--- src/rtl/blink_sequencer_pkg.sv ---
// Shared types and helpers for the blink sequencer and its tick generator.
package blink_pkg;

    localparam int CFG_W_DEFAULT = 8;

    typedef enum logic [1:0] {
        ST_IDLE  = 2'd0,
        ST_ON    = 2'd1,
        ST_OFF   = 2'd2,
        ST_PAUSE = 2'd3
    } state_t;

    // Clocks per tick; integer division, caller keeps the result >= 2.
    function automatic int tick_div(input int clk_hz, input int tick_hz);
        return clk_hz / tick_hz;
    endfunction

    // Prescaler counter width for a given divide ratio.
    function automatic int presc_w(input int div);
        return (div > 2) ? $clog2(div) : 1;
    endfunction

endpackage

--- src/rtl/blink_sequencer_if.sv ---
// Request/config/status bundle between a host and the blink sequencer.
interface blink_sequencer_if #(
    parameter int CFG_W = 8
) ();
    logic             start;
    logic             stop;
    logic [3:0]       blink_count;
    logic [CFG_W-1:0] on_ticks;
    logic [CFG_W-1:0] off_ticks;
    logic [CFG_W-1:0] pause_ticks;
    logic             repeat_en;
    logic             LED;
    logic             busy;
    logic             done;

    modport master (
        output start, stop, blink_count, on_ticks, off_ticks, pause_ticks, repeat_en,
        input  LED, busy, done
    );

    modport slave (
        input  start, stop, blink_count, on_ticks, off_ticks, pause_ticks, repeat_en,
        output LED, busy, done
    );
endinterface

--- src/rtl/blink_sequencer_tick_gen.sv ---
// Prescaler: counts 0..DIV-1 while enabled and flags the wrap cycle as a tick.
module tick_gen
    import blink_pkg::*;
#(
    parameter int DIV = 10
) (
    input  logic CLK,
    input  logic RST_N,
    input  logic clr,
    input  logic en,
    output logic tick
);
    localparam int CW = presc_w(DIV);

    logic [CW-1:0] cnt;

    assign tick = en && (cnt == CW'(DIV - 1));

    // Count while enabled, wrap on the tick; clear restarts phase timing exactly.
    always_ff @(posedge CLK) begin
        if (!RST_N || clr) begin
            cnt <= '0;
        end else if (en) begin
            cnt <= tick ? '0 : cnt + 1'b1;
        end
    end
endmodule

--- src/rtl/blink_sequencer.sv ---
// Blink sequencer: N on/off blinks, optional pause, then done or repeat.
//
//  state    | meaning
//  ST_IDLE  | waiting for start; prescaler held clear
//  ST_ON    | LED high for on_ticks
//  ST_OFF   | LED low for off_ticks, counts down remaining blinks
//  ST_PAUSE | LED low for pause_ticks after the last blink
module blink_sequencer
    import blink_pkg::*;
#(
    parameter int CLK_HZ  = 50_000_000,
    parameter int TICK_HZ = 10,
    parameter int CFG_W   = CFG_W_DEFAULT
) (
    input logic              CLK,
    input logic              RST_N,
    blink_sequencer_if.slave bus
);
    localparam int TICK_DIV = tick_div(CLK_HZ, TICK_HZ);

    state_t           state_q, state_d;
    logic             led_q, led_d;
    logic             busy_q, busy_d;
    logic             done_q, done_d;
    logic [CFG_W-1:0] phase_q, phase_d;
    logic [3:0]       rem_q, rem_d;
    logic [3:0]       blinks_q;
    logic [CFG_W-1:0] on_q, off_q, pause_q;
    logic             rpt_q;
    logic             latch, presc_clr, seq_end, tick, phase_last;
    logic [CFG_W-1:0] on_in;
    logic [3:0]       rem_dec;

    tick_gen #(.DIV(TICK_DIV)) u_tick (
        .CLK   (CLK),
        .RST_N (RST_N),
        .clr   (presc_clr),
        .en    (busy_q),
        .tick  (tick)
    );

    // Zero-length on phase is stretched to one tick.
    assign on_in      = (bus.on_ticks == '0) ? CFG_W'(1) : bus.on_ticks;
    assign phase_last = tick && (phase_q == CFG_W'(1));
    assign rem_dec    = (rem_q != 4'd0) ? rem_q - 4'd1 : 4'd0;

    // Next-state, phase counter and output decode; stop overrides everything.
    always_comb begin
        state_d   = state_q;
        led_d     = led_q;
        busy_d    = busy_q;
        done_d    = 1'b0;
        phase_d   = phase_q;
        rem_d     = rem_q;
        latch     = 1'b0;
        presc_clr = 1'b0;
        seq_end   = 1'b0;

        if (state_q != ST_IDLE && tick && !phase_last) begin
            phase_d = phase_q - 1'b1;
        end

        case (state_q)
            ST_IDLE: begin
                presc_clr = 1'b1;
                if (bus.start && !bus.stop) begin
                    if (bus.blink_count != 4'd0) begin
                        latch   = 1'b1;
                        state_d = ST_ON;
                        led_d   = 1'b1;
                        busy_d  = 1'b1;
                        rem_d   = bus.blink_count;
                        phase_d = on_in;
                    end else begin
                        done_d = 1'b1;
                    end
                end
            end
            ST_ON: begin
                if (phase_last) begin
                    state_d = ST_OFF;
                    led_d   = 1'b0;
                    phase_d = off_q;
                end
            end
            ST_OFF: begin
                if (phase_last) begin
                    rem_d = rem_dec;
                    if (rem_dec != 4'd0) begin
                        state_d = ST_ON;
                        led_d   = 1'b1;
                        phase_d = on_q;
                    end else if (pause_q != '0) begin
                        state_d = ST_PAUSE;
                        phase_d = pause_q;
                    end else begin
                        seq_end = 1'b1;
                    end
                end
            end
            ST_PAUSE: begin
                if (phase_last) begin
                    seq_end = 1'b1;
                end
            end
        endcase

        if (seq_end) begin
            if (rpt_q) begin
                state_d = ST_ON;
                led_d   = 1'b1;
                rem_d   = blinks_q;
                phase_d = on_q;
            end else begin
                state_d = ST_IDLE;
                led_d   = 1'b0;
                busy_d  = 1'b0;
                done_d  = 1'b1;
            end
        end

        if (bus.stop && state_q != ST_IDLE) begin
            state_d   = ST_IDLE;
            led_d     = 1'b0;
            busy_d    = 1'b0;
            done_d    = 1'b0;
            presc_clr = 1'b1;
        end
    end

    // State, output and counter registers.
    always_ff @(posedge CLK) begin
        if (!RST_N) begin
            state_q <= ST_IDLE;
            led_q   <= 1'b0;
            busy_q  <= 1'b0;
            done_q  <= 1'b0;
            phase_q <= '0;
            rem_q   <= 4'd0;
        end else begin
            state_q <= state_d;
            led_q   <= led_d;
            busy_q  <= busy_d;
            done_q  <= done_d;
            phase_q <= phase_d;
            rem_q   <= rem_d;
        end
    end

    // Config snapshot taken on an accepted start; off is clamped like on.
    always_ff @(posedge CLK) begin
        if (!RST_N) begin
            blinks_q <= 4'd0;
            on_q     <= '0;
            off_q    <= '0;
            pause_q  <= '0;
            rpt_q    <= 1'b0;
        end else if (latch) begin
            blinks_q <= bus.blink_count;
            on_q     <= on_in;
            off_q    <= (bus.off_ticks == '0) ? CFG_W'(1) : bus.off_ticks;
            pause_q  <= bus.pause_ticks;
            rpt_q    <= bus.repeat_en;
        end
    end

    assign bus.LED  = led_q;
    assign bus.busy = busy_q;
    assign bus.done = done_q;
endmodule

--- src/flat_wrapper.sv ---
// flat-port wrapper written by rule: the top's interface ports become plain ports
module blink_sequencer_flat import blink_pkg::*;
#(
    parameter int CLK_HZ  = 50_000_000,
    parameter int TICK_HZ = 10,
    parameter int CFG_W   = CFG_W_DEFAULT
)
  (CLK, RST_N, bus_start, bus_stop, bus_blink_count, bus_on_ticks, bus_off_ticks, bus_pause_ticks, bus_repeat_en, bus_LED, bus_busy, bus_done);
  blink_sequencer_if #(.CFG_W(CFG_W)) bus_i ();
  input logic CLK;
  input logic RST_N;
  input wire logic [$bits(bus_i.start)-1:0] bus_start;
  input wire logic [$bits(bus_i.stop)-1:0] bus_stop;
  input wire logic [$bits(bus_i.blink_count)-1:0] bus_blink_count;
  input wire logic [$bits(bus_i.on_ticks)-1:0] bus_on_ticks;
  input wire logic [$bits(bus_i.off_ticks)-1:0] bus_off_ticks;
  input wire logic [$bits(bus_i.pause_ticks)-1:0] bus_pause_ticks;
  input wire logic [$bits(bus_i.repeat_en)-1:0] bus_repeat_en;
  output wire logic [$bits(bus_i.LED)-1:0] bus_LED;
  output wire logic [$bits(bus_i.busy)-1:0] bus_busy;
  output wire logic [$bits(bus_i.done)-1:0] bus_done;
  assign bus_i.start = bus_start;
  assign bus_i.stop = bus_stop;
  assign bus_i.blink_count = bus_blink_count;
  assign bus_i.on_ticks = bus_on_ticks;
  assign bus_i.off_ticks = bus_off_ticks;
  assign bus_i.pause_ticks = bus_pause_ticks;
  assign bus_i.repeat_en = bus_repeat_en;
  assign bus_LED = bus_i.LED;
  assign bus_busy = bus_i.busy;
  assign bus_done = bus_i.done;
  blink_sequencer #(.CLK_HZ(CLK_HZ), .TICK_HZ(TICK_HZ), .CFG_W(CFG_W)) u_core (.CLK(CLK), .RST_N(RST_N), .bus(bus_i));
endmodule
--- config.mk ---
export PLATFORM = sky130hd
export DESIGN_NAME = blink_sequencer_flat
export DESIGN_NICKNAME = d
export VERILOG_FILES = /design/src/rtl/blink_sequencer_pkg.sv /design/src/rtl/blink_sequencer_if.sv /design/src/rtl/blink_sequencer_tick_gen.sv /design/src/rtl/blink_sequencer.sv /design/src/flat_wrapper.sv
export SDC_FILE = /design/constraint.sdc
export NUM_CORES = 1
export LEC_CHECK = 0
export ABC_AREA = 0
export BUFFER_PORTS_ARGS = -buffer_cell sky130_fd_sc_hd__buf_4
export CAP_MARGIN = 10
export CORE_UTILIZATION = 55
export CTS_CLUSTER_SIZE = 30
export DETAILED_ROUTE_END_ITERATION = 8
export PLACE_DENSITY = 0.85
export SYNTH_ARGS = -nofsm -noshare
export SYNTH_HDL_FRONTEND = slang
export SYNTH_SLANG_ARGS = --single-unit
export TNS_END_PERCENT = 100
--- constraint.sdc ---
create_clock -name CLK -period 3.8 [get_ports CLK]
set_clock_uncertainty 0.2 [all_clocks]
set_input_delay 0.19 -clock CLK [delete_from_list [all_inputs] [get_ports CLK]]
set_output_delay 0.19 -clock CLK [all_outputs]
set_load 0.02 [all_outputs]
==> summary.md <==
In this design, the stage delay of the slowest critical-path cell is 820 ps. Once detail routing completed, the nets flagged for antenna violations numbered 0. The first global-routing pass estimated 17370 um of wire. The relative slew slack was 0.3583; the area growth from synthesis to layout was 20.83%. The hold violation count in the final report was 0; the post-route cell area was 4528 um2.

Static timing analysis puts the maximum clock frequency at 345.4 MHz. The tools report the clock sink count as 69. The library cells used most frequently in the layout, excluding fill and tap cells, are sky130_fd_sc_hd__nand2_1, sky130_fd_sc_hd__dfxtp_1, sky130_fd_sc_hd__a21oi_1, sky130_fd_sc_hd__buf_4, sky130_fd_sc_hd__nor2_1.

The die covers 7148 um2. The share of async-settable or async-resettable flops after synthesis is 0, and the worst path arrival time is 2940 ps. On the critical path the largest part of the delay comes from simple AND/OR/NAND/NOR gates. The port buffer count came out at 35.

The number of antenna violations at the first check in global routing is 0. Path depth of the worst reg2reg path: 6. For the peak supply drop, the log shows 0.3097 mV.

The element type at the critical path start was an input pin. Horizontal die dimension: 84.55 um. Among all stages on the critical path, the largest delay is contributed by sky130_fd_sc_hd__nor4_1.

Counting buffers and inverters, the worst setup path is 8 cells deep. Along the worst hold path, the cell count comes to 5. In this run the power density over the cells is 408.8 nW/um2. The detailed-router iteration count before antenna repair is 9. The standard cell area after detailed placement is 4025 um2. Of all nets on the critical path, the largest fanout is 5. Clock tree synthesis selected as its root buffer the cell sky130_fd_sc_hd__clkbuf_8. The tools report the met2 track demand over resource as 0.4930. Worst hold-check path type: in2reg. Measured along the y axis, the die boundary spans 84.55 um. The leakage power of the design is 1.665 nW, and the clock period minus worst slack is 2895 ps. Utilization after layout: 0.7011.

In this run, synthesis inferred 0 flip-flops with an integrated enable. The layout cell share with drive strength beyond 1 was 0.1304. The number of global-route vias before repair is 3530, and the mean area per synthesized cell is 8.024 um2. Yosys printed 0 warnings.

Number of instances in the synthesized netlist: 467. The leading cell type in the layout, fill and taps excluded was sky130_fd_sc_hd__nand2_1. Dominant synthesized flop cell: sky130_fd_sc_hd__dfxtp_1.

The tool flagged a number of max-cap violations equal to 0. The detailed router placed 3828 vias in this run. The number of setup buffers added after CTS is 0.

The logs give 36 for the number of top-level pins and 565 for the net count reported at finish. Setup repair after global routing left no endpoint under its margin. The post-detailed-route wirelength per cell is 17.70 um, and the pre-CTS worst setup slack is 1061 ps. The pin slew with the least headroom to its limit works out to 953.7 ps. The buffers plus inverters on the worst setup path was 2.

The number of nets handed over by synthesis was 508. At the end of routability-driven placement, the weighted congestion stood at 0.9849. TritonCTS built the clock tree. The repair_antennas step left the layout with diodes totalling 0. The tools report the critical path capture point type as a flip-flop. The tools report the met3 track utilization from global routing as 0.07670. The total area inside the core boundary comes to 6459 um2. The number of vias per cell is 6.317, and the period utilization is 0.7620.

The run finished, with violations left. The share of Yosys cell area claimed by the top area cell type is 0.3686. For the number of pins with negative max-slew slack in the final report, the log shows 0. The run gives 501 as the total of fill cells in the finished design.

In this run, synthesis produced a sequential element count of 69. Entering global routing, the biggest net connects 30 pins. The tools report the worst setup slack after layout as 904.6 ps. Detailed placement ended at an HPWL of 7070 um.

The routed wire length was 10730 um; the global-route track usage on met1 was 0.4031. The logs give 9 for the total CTS buffers and 0.3686 for the portion of the post-synthesis area used by sequential elements. Starting density of the core: 0.5802. In the final timing run, aggregate negative setup slack is 0 ps. In this run the deepest clock path goes through 2 buffers. The run gives 68 as the count of distinct cell types in the synthesized netlist. The most congested layer reported by global routing is met2. After detailed routing, the number of remaining DRC violations is 2. Summing every instance area after synthesis gives 3747 um2. The category of the most critical setup path is in2reg. Clock-pin slew was measured on the worst setup and hold paths at 80 ps. STA puts the critical path data required time at 3850 ps. The logs give 0 for the final count of negative-setup-slack endpoints and 425 for the number of design-rule violations left by the first detailed-router iteration. The row count was 29; the worst-skew pair later-pin latency was 350 ps. The number of cells upsized or downsized after cts came out at 0. The synthesized design spends more area on one cell type than any other, namely sky130_fd_sc_hd__dfxtp_1. The logs give 0 for the leftover overflow at the end of global routing and 3 for the maximum level of the CTS H-tree. In the post-synthesis netlist, the biggest area contributors are sky130_fd_sc_hd__dfxtp_1, sky130_fd_sc_hd__nand2_1, sky130_fd_sc_hd__a21oi_1, sky130_fd_sc_hd__nor2_1, sky130_fd_sc_hd__xor2_1. The final reports fail on design-rule violations.

The tools report the global-route total usage across every layer as 0.3083. The critical path goes through dlygate4sd3_1 -> buf_4 -> nor4_1 -> o21ai_0 -> and2_1 -> nand2_1 -> a22oi_1 -> a211oi_1.
==> area by class of cell <==
cell class                      count  area [um2]  area share
Clock buffer                       12       145.1     0.03205
Clock inverter                      4       47.55     0.01050
Inverter                            9       33.78    0.007461
Multi-Input combinational cell    365        2221      0.4905
Sequential cell                    69        1381      0.3051
Tap cell                           77       96.34     0.02128
Timing Repair Buffer               70       603.1      0.1332
==> flip-flops by register name, indices dropped and copies added, names as in the netlist <==
name and count:
u_core.bus.LED 1, u_core.rpt_q 1, u_core.off_q 8, u_core.blinks_q 4, u_core.phase_q 8, u_core.bus.busy 1, u_core.pause_q 8, u_core.rem_q 4
u_core.u_tick.cnt 23, u_core.state_q 2, u_core.bus.done 1, u_core.on_q 8
==> worst paths after layout <==
check	start	endpoint	slack, ps
worst max-delay path	bus_blink_count[3]	u_core.phase_q[6]	900
worst min-delay path	bus_on_ticks[0]	u_core.on_q[0]	120
worst max register to register	u_core.bus.busy	u_core.phase_q[0]	980
worst min register to register	u_core.off_q[3]	u_core.off_q[3]	270
==> Yosys cell counts, types with 4 or more instances <==
master                      n
sky130_fd_sc_hd__a21oi_1   47
sky130_fd_sc_hd__a22oi_1   13
sky130_fd_sc_hd__a31oi_1    9
sky130_fd_sc_hd__and2_1     6
sky130_fd_sc_hd__and3_1    13
sky130_fd_sc_hd__and4_1     4
sky130_fd_sc_hd__buf_2     10
sky130_fd_sc_hd__clkbuf_1  12
sky130_fd_sc_hd__dfxtp_1   69
sky130_fd_sc_hd__ha_1       8
sky130_fd_sc_hd__inv_1      8
sky130_fd_sc_hd__nand2_1   71
sky130_fd_sc_hd__nand2b_1   5
sky130_fd_sc_hd__nand3_1   15
sky130_fd_sc_hd__nand4_1   16
sky130_fd_sc_hd__nor2_1    37
sky130_fd_sc_hd__nor3_1     9
sky130_fd_sc_hd__nor4_1     8
sky130_fd_sc_hd__o211ai_1   4
sky130_fd_sc_hd__o21ai_0   11
sky130_fd_sc_hd__o21ai_1    7
sky130_fd_sc_hd__or3_1      4
sky130_fd_sc_hd__xnor2_1   10
sky130_fd_sc_hd__xor2_1    14
==> where the power goes <==
part	total (mW)	switching (mW)	internal, mW
Clock	0.602	0.283	0.319
Sequential	0.819	0.0497	0.769
Combinational	0.431	0.249	0.181
==> cell families (layout without fill, tap and decap cells) <==
logic type,after synthesis,count (layout),share of synthesized area
buffers and inverters,33,95,0.03940
adder cells (fa/ha/maj),8,8,0.02671
XOR/XNOR,24,24,0.05609
flip-flops,69,69,0.3686
AO/OA/AOI/OAI,117,117,0.1953
multiplexers,4,4,0.01102
AND/OR/NAND/NOR,212,212,0.3028
==> worst reg2reg max path, stage by stage, from the launching register on <==
cell	delay (ps)
sky130_fd_sc_hd__dfxtp_1	520
sky130_fd_sc_hd__nand4_2	220
sky130_fd_sc_hd__nor3_4	630
sky130_fd_sc_hd__nand3_4	320
sky130_fd_sc_hd__or3_4	530
sky130_fd_sc_hd__a31o_1	240
sky130_fd_sc_hd__a21oi_2	90
==> timing repair <==
item | 4_1_cts | 5_1_grt
hold endpoints to repair | 35 | 0
endpoints found under the setup margin | 0 | 0
hold buffers | 31 | 0
==> stage by stage <==
step	std cells	hold slack (ps)	power [mW]
after floorplan	467	126.0	1.093
after CTS	606	85.90	1.832
after global routing	606	124.7	1.925
after global placement	559	235.2	1.209
final	606	119.0	1.851
after detailed placement	559	247.4	1.217
==> layer usage <==
metal / wire (um) / up-vias
met1: 4510 / 1774
met3: 898 / 41
met4: 338 / 0
met2: 4981 / 205
met5: 0 / -
li1: - / 1808
Note: power is estimated with default switching activity, not from simulation.
